===== config.mk =====
export PLATFORM = sky130hd
export DESIGN_NAME = twelve_bit_serial_subtractor
export DESIGN_NICKNAME = d
export VERILOG_FILES = /design/src/rtl/twelve_bit_serial_subtractor.sv
export SDC_FILE = /design/constraint.sdc
export NUM_CORES = 1
export LEC_CHECK = 0
export BUFFER_PORTS_ARGS = -buffer_cell sky130_fd_sc_hd__buf_4
export CAP_MARGIN = 5
export CORE_ASPECT_RATIO = 0.8
export CORE_MARGIN = 4
export CORE_UTILIZATION = 50
export CTS_BUF_LIST = sky130_fd_sc_hd__clkbuf_16
export CTS_CLUSTER_SIZE = 12
export DETAILED_ROUTE_END_ITERATION = 8
export GPL_TIMING_DRIVEN = 0
export PLACE_DENSITY = 0.75
export SLEW_MARGIN = 15
export SYNTH_ARGS = -nofsm -noshare
export SYNTH_HDL_FRONTEND = slang
export SYNTH_SLANG_ARGS = --single-unit
export TNS_END_PERCENT = 10

===== constraint.sdc =====
create_clock -name clk -period 2.9 [get_ports clk]
set_input_delay 0.145 -clock clk [delete_from_list [all_inputs] [get_ports clk]]
set_output_delay 0.145 -clock clk [all_outputs]
set_load 0.1 [all_outputs]

===== src/rtl/twelve_bit_serial_subtractor.sv =====
// Digit-serial subtractor: diff = in1 - in2 - bin, one DIGIT-bit slice per clock,
// LSB slice first, with the borrow held in a flop between slices.
module twelve_bit_serial_subtractor #(
  parameter int unsigned WIDTH = 12,
  parameter int unsigned DIGIT = 4,
  parameter int unsigned NDIG  = WIDTH / DIGIT
) (
  input  logic             clk,
  input  logic             rst_n,
  input  logic             in_valid,
  output logic             in_ready,
  input  logic [WIDTH-1:0] in1,
  input  logic [WIDTH-1:0] in2,
  input  logic             bin,
  output logic             out_valid,
  input  logic             out_ready,
  output logic [WIDTH-1:0] diff,
  output logic             bout,
  output logic             ovf
);

  localparam int unsigned IDXW = (NDIG > 1) ? $clog2(NDIG) : 1;

  typedef enum logic [1:0] {
    IDLE = 2'd0,
    CALC = 2'd1,
    DONE = 2'd2
  } state_t;

  state_t            state;
  state_t            state_next;
  logic [WIDTH-1:0]  a_reg;
  logic [WIDTH-1:0]  b_reg;
  logic              borrow;
  logic [IDXW-1:0]   idx;
  logic [DIGIT-1:0]  a_dig;
  logic [DIGIT-1:0]  b_dig;
  logic [DIGIT:0]    sub;
  logic              last_digit;
  logic              accept;

  // Slice selection is a plain mux over digit positions.
  always_comb begin
    a_dig = '0;
    b_dig = '0;
    for (int unsigned i = 0; i < NDIG; i++) begin
      if (idx == IDXW'(i)) begin
        a_dig = a_reg[i*DIGIT +: DIGIT];
        b_dig = b_reg[i*DIGIT +: DIGIT];
      end
    end
    sub        = {1'b0, a_dig} - {1'b0, b_dig} - {{DIGIT{1'b0}}, borrow};
    last_digit = (idx == IDXW'(NDIG - 1));
  end

  always_ff @(posedge clk or negedge rst_n) begin
    if (!rst_n) state <= IDLE;
    else        state <= state_next;
  end

  always_comb begin
    state_next = state;
    in_ready   = 1'b0;
    out_valid  = 1'b0;
    accept     = 1'b0;
    unique case (state)
      IDLE: begin
        in_ready = 1'b1;
        if (in_valid) begin
          accept     = 1'b1;
          state_next = CALC;
        end
      end
      CALC: begin
        if (last_digit) state_next = DONE;
      end
      DONE: begin
        out_valid = 1'b1;
        if (out_ready) state_next = IDLE;
      end
      default: state_next = IDLE;
    endcase
  end

  always_ff @(posedge clk or negedge rst_n) begin
    if (!rst_n) begin
      a_reg  <= '0;
      b_reg  <= '0;
      borrow <= 1'b0;
      idx    <= '0;
      diff   <= '0;
      bout   <= 1'b0;
      ovf    <= 1'b0;
    end else begin
      if (accept) begin
        a_reg  <= in1;
        b_reg  <= in2;
        borrow <= bin;
        idx    <= '0;
      end else if (state == CALC) begin
        for (int unsigned i = 0; i < NDIG; i++) begin
          if (idx == IDXW'(i)) diff[i*DIGIT +: DIGIT] <= sub[DIGIT-1:0];
        end
        borrow <= sub[DIGIT];
        if (last_digit) begin
          idx  <= '0;
          bout <= sub[DIGIT];
          // The new result MSB is the top bit of the slice being written now.
          ovf  <= (a_reg[WIDTH-1] != b_reg[WIDTH-1]) &&
                  (sub[DIGIT-1] != a_reg[WIDTH-1]);
        end else begin
          idx <= idx + IDXW'(1);
        end
      end
    end
  end

endmodule


Word level (Yosys, flattened, before mapping)
Cells that the tools add are included.
{"block": "totals", "word_cells": 50, "latchBits": 0, "input_bits": 29, "n_memories": 0, "regBits": 43, "rom_bits": 0, "ram_bits": 0}
{"block": "classes", "n_bitwise": 1, "n_eq_ne": 9, "shifts": 0, "muxes": 19, "n_reduce_logical": 8, "mul": 0, "n_div": 0, "magnitude_cmp": 0, "addsub": 3}
{"operator": "4-bit two-way mux", "count": 6}
{"operator": "2-bit two-way mux", "count": 6}
{"operator": "3-bit AND reduction", "count": 4}
{"operator": "1-bit two-way mux", "count": 6}
{"operator": "2-bit != test, second input constant", "count": 3}
{"operator": "2-bit one-hot mux with 3 select lines", "count": 1}
{"operator": "4-bit by 4-bit subtractor with 5-bit output", "count": 1}
{"operator": "5-bit by 1-bit subtractor with 5-bit output", "count": 1}
{"operator": "2-bit by 1-bit == test with 1-bit output, second input constant", "count": 2}
{"operator": "2-bit == test, second input constant", "count": 2}
{"operator": "2-bit logical NOT", "count": 2}
{"operator": "2-bit by 1-bit adder with 2-bit output, second input constant", "count": 1}
{"operator": "1-bit != test", "count": 2}
{"operator": "2-bit nonzero test", "count": 1}
{"operator": "1-bit logical AND", "count": 1}
{"operator": "1-bit inverter", "count": 1}

Longest topological paths before layout
{"block": "depth", "ltp_word": 8, "mapped_depth": 12}

Worst setup path before layout
Ideal clock, no wire load.
{"block": "synth_timing", "kind": "reg2reg", "start": "register idx[0]", "end": "register ovf", "setup_time_ns": 0.125, "slack_ns": 0.438, "synth_period_minus_slack_ns": 2.462, "path_stages_with_launch": 12, "t_arrival_ns": 2.337, "path_cell_list": "dfrtp_1 > buf_2 > mux2i_1 > o21ai_0 > fa_1 > inv_1 > ha_1 > nand4b_1 > o2111ai_2 > xnor2_2 > mux2i_1 > o21ai_1"}
{"block": "synth_between", "elab_chain_cells": 8, "word_cells_on_any_way": 14, "classes_between": "add/sub (2); eq/ne (3); mux (6); reduce/logical (3)"}
{"element": "start: declaration", "line_no": "35", "rtl": "logic [IDXW-1:0] idx;"}
{"element": "start signal: assignment", "line_no": "112", "rtl": "idx <= idx + IDXW'(1);"}
{"element": "2-bit logical NOT", "line_no": "47", "rtl": "if (idx == IDXW'(i)) begin"}
{"element": "4-bit two-way mux (3 in series)", "line_no": "47"}
{"element": "4-bit by 4-bit subtractor with 5-bit output", "line_no": "52", "rtl": "sub = {1'b0, a_dig} - {1'b0, b_dig} - {{DIGIT{1'b0}}, borrow};"}
{"element": "5-bit by 1-bit subtractor with 5-bit output", "line_no": "52"}
{"element": "1-bit != test", "line_no": "110", "rtl": "(sub[DIGIT-1] != a_reg[WIDTH-1]);"}
{"element": "1-bit logical AND", "line_no": "109", "rtl": "ovf <= (a_reg[WIDTH-1] != b_reg[WIDTH-1]) &&"}
{"element": "end signal: assignment", "line_no": "109"}
{"element": "end: declaration", "line_no": "19", "rtl": "output logic ovf"}
Several ways; a longest one is shown, not always the timed one.
A chain may end at the register's enable or synchronous reset.

Final worst setup path
Same ends and word-level chain as after synthesis.

==> results.json <==
{
  "run_status": "complete, no violations",
  "placed_cells": 270,
  "dieArea_sq_um": 5033,
  "ys_types": 27,
  "detail_route.drc_violations": 0,
  "worst_ep_arrival_time_ns": 2.86,
  "path_common_cell": "sky130_fd_sc_hd__mux2i_1",
  "grt_remaining_overflow": 0,
  "gpl.final_weighted_congestion": 0.7930,
  "fin_setup_tns_ns": 0,
  "synth_area_in_compound_gates_pct": 8.602,
  "finish.net_count": 259,
  "grt_start_max_net_pins": 44,
  "cts_buffer_depth": 2,
  "worst_setup_path_end_kind": "flip-flop",
  "max_cap_viol_count": 0,
  "first_pass_grt_wire_length_mm": 7.245,
  "cts.clk_slew.worst_paths_ns": 0.06,
  "drive_above_1_share_pct": 38.67,
  "floorplan.initialDensity_pct": 52.01,
  "route.final.wire_length_mm": 4.173,
  "postSynthNetCount": 206,
  "floorplan.die.width_um": 78.33,
  "crit_chain": "buf_4 > mux2i_1 > o21ai_0 > fa_1 > inv_1 > ha_1 > nand4b_1 > o2111ai_2 > xnor2_2 > mux2i_1 > o21ai_1",
  "synthXorXnorAreaFrac_pct": 1.708,
  "crit_slowest_cell": "sky130_fd_sc_hd__fa_1",
  "routed_wire_length_per_instance_um": 14.90,
  "finalWorstPathRequiredPeriod_ns": 2.704,
  "slew_violations": 0,
  "post_synth_fa_ha_maj_area_fraction_pct": 4.554,
  "synth.ff_latch_count": 43,
  "grt_use_total_pct": 18.74,
  "layout_commonest_cell": "sky130_fd_sc_hd__buf_4",
  "postSynthCellCount": 171,
  "hold_class": "in -> reg",
  "synth_warnings": 0,
  "ant_nets": 0,
  "timing.setup.critical_path_class": "reg -> reg",
  "final.period_utilization_pct": 93.25,
  "rr_endpoint": "ovf",
  "syn_area_per_cell_sq_um": 11.57,
  "min_delay_worst_endpoint": "state[1]",
  "count_of_clock_tree_sinks": 43,
  "syn_area_sq_um": 1978,
  "min_from": "out_ready",
  "antenna_found_initial": 0,
  "cts_tree": "yes",
  "largest_clock_skew_in_the_final_design_ns": 0.005662,
  "slew_headroom_pct": 63.95,
  "h_tree_level_count": 2,
  "core.rowCount": 20,
  "core_area_sq_um": 3804,
  "vias": 1405,
  "final-hold-violation-count": 0,
  "post_drt_via_cell_ratio": 5.018,
  "hold_depth": 2,
  "regToRegStartpoint": "idx[0]",
  "worst_setup_path_start_kind": "flip-flop",
  "diode_count": 0,
  "detail_route.first_pass.iterations": 4,
  "worst_r2r_path_depth": 11,
  "clock_insertion_delay_worst_skew_ns": 0.28,
  "path_max_fanout": 10,
  "max_slew.worst_pin.slew_ns": 0.5408,
  "stage_delay_of_the_slowest_cell_on_the_critical_path_ns": 0.46,
  "grt_setup_unrepaired": "false",
  "synth_top_family_by_area": "multiplexers",
  "yosysSeqAreaShare_pct": 54.40,
  "fmax_ghz": 0.3698,
  "ctsRootBufferMaster": "sky130_fd_sc_hd__clkbuf_16",
  "io_buffer_count": 44,
  "chip_height_um": 64.26,
  "tritoncts.num_buffers": 5,
  "rrSetupSlack_ns": 0.20,
  "area_growth_syn_to_layout_pct": 29.73,
  "yosys-mux-area-fraction_pct": 18.22,
  "synth-simple-area-share_pct": 9.235,
  "worst-endpoint-required_ns": 3.06,
  "post_layout_nonfiller_instances": 280,
  "num_io_pins": 45,
  "hpwl_mm": 3.064,
  "most-common-layout-cells": "sky130_fd_sc_hd__buf_4 (48), sky130_fd_sc_hd__dfrtp_1 (43), sky130_fd_sc_hd__nand2_1 (25)",
  "nFillCells": 323,
  "first_global_vias": 1548,
  "initialDrtViolationCount": 68,
  "report.final.setup_viol": 0
}
[synthesized netlist by cell type, drive strengths merged]
master   instances  share of area (%)
clkbuf           2               0.38
mux2i            9                4.6
nand4b           1               0.44
buf              6                1.8
nor2             9                1.8
xnor2            2                1.3
o2111ai          1               0.76
ha               4                2.5
a21o             1               0.38
or3              1               0.32
o22ai            1               0.32
o31ai            1               0.38
mux2            24                 14
nand2b           2               0.63
fa               2                2.0
inv              6                1.1
nand2           25                4.7
o21ai           18                4.6
xor2             1               0.44
nor2b            4                1.3
o22a             1               0.44
dfrtp           43                 54
a21oi            7                1.8
[worst max-delay path by stage]
stage / endpoint / from / cells after the start / slack [ns]
final: ovf / idx[0] / 11 / 0.20
after CTS: ovf / idx[0] / 12 / 0.07
after detailed placement: ovf / idx[0] / 12 / 0.15
after floorplan: ovf / idx[0] / 11 / 0.44
after global routing: ovf / idx[0] / 11 / 0.04
after global placement: ovf / idx[0] / 11 / 0.18
[per-layer routing]
| layer | global-route usage [%] | vias up | share of wire, % |
|---|---|---|---|
| met5 | 0 | - | 0 |
| met4 | 4.367 | 0 | 0.86 |
| met3 | 4.366 | 7 | 4.6 |
| met2 | 31.73 | 38 | 50 |
| met1 | 24.56 | 673 | 44 |
| li1 | - | 687 | - |
[worst max-delay path: cells and delay by family, from the launching register on]
kind                     cells  cell delay [ns]
buffers and inverters        2             0.34
AO/OA/AOI/OAI                3             0.35
multiplexers                 2             0.41
AND/OR/NAND/NOR              1             0.13
flip-flops                   1             0.42
XOR/XNOR                     1             0.24
adder cells (fa/ha/maj)      2             0.71
[per-stage QoR]
| stage | hold slack [ns] | instance area (sq um) | util (%) | worst slack (ns) |
|---|---|---|---|---|
| floorplan | -0.1506 | 1978 | - | 0.4385 |
| global placement | 0.1489 | 2377 | 62.50 | 0.1846 |
| detailed placement | 0.1655 | 2377 | 62.50 | 0.1454 |
| CTS | 0.03614 | 2551 | 67.07 | 0.07488 |
| global route | 0.05272 | 2566 | 67.47 | 0.04003 |
| finish | 0.03748 | 2566 | 67.47 | 0.1958 |
[layout make-up]
class | instances | area [sq um] | share of cell area (%)
plain buffers | 8 | 46.29 | 1.804
clock buffers | 5 | 125.1 | 4.876
clock inverters | 3 | 38.79 | 1.511
inverters | 6 | 22.52 | 0.8776
multi-input cells | 114 | 840.8 | 32.76
flip-flops and latches | 43 | 1076 | 41.93
well taps | 55 | 68.82 | 2.682
repair buffers | 46 | 347.8 | 13.55
[cell families after synthesis]
| logic type | Yosys count |
|---|---|
| multiplexers | 33 |
| buffers and inverters | 14 |
| AND/OR/NAND/NOR | 42 |
| AO/OA/AOI/OAI | 30 |
| XOR/XNOR | 3 |
| flip-flops | 43 |
| adder cells (fa/ha/maj) | 6 |
[what timing repair did]
action / CTS / global route
hold buffers: 1 / 0
setup endpoints to repair: 0 / 4
setup buffers: 0 / 1
endpoints found under the hold margin: 43 / 0
gates resized for setup: 0 / 5
Power is not shown: default switching activity piles up to over one toggle a cycle in this logic, so the estimate is an artifact.
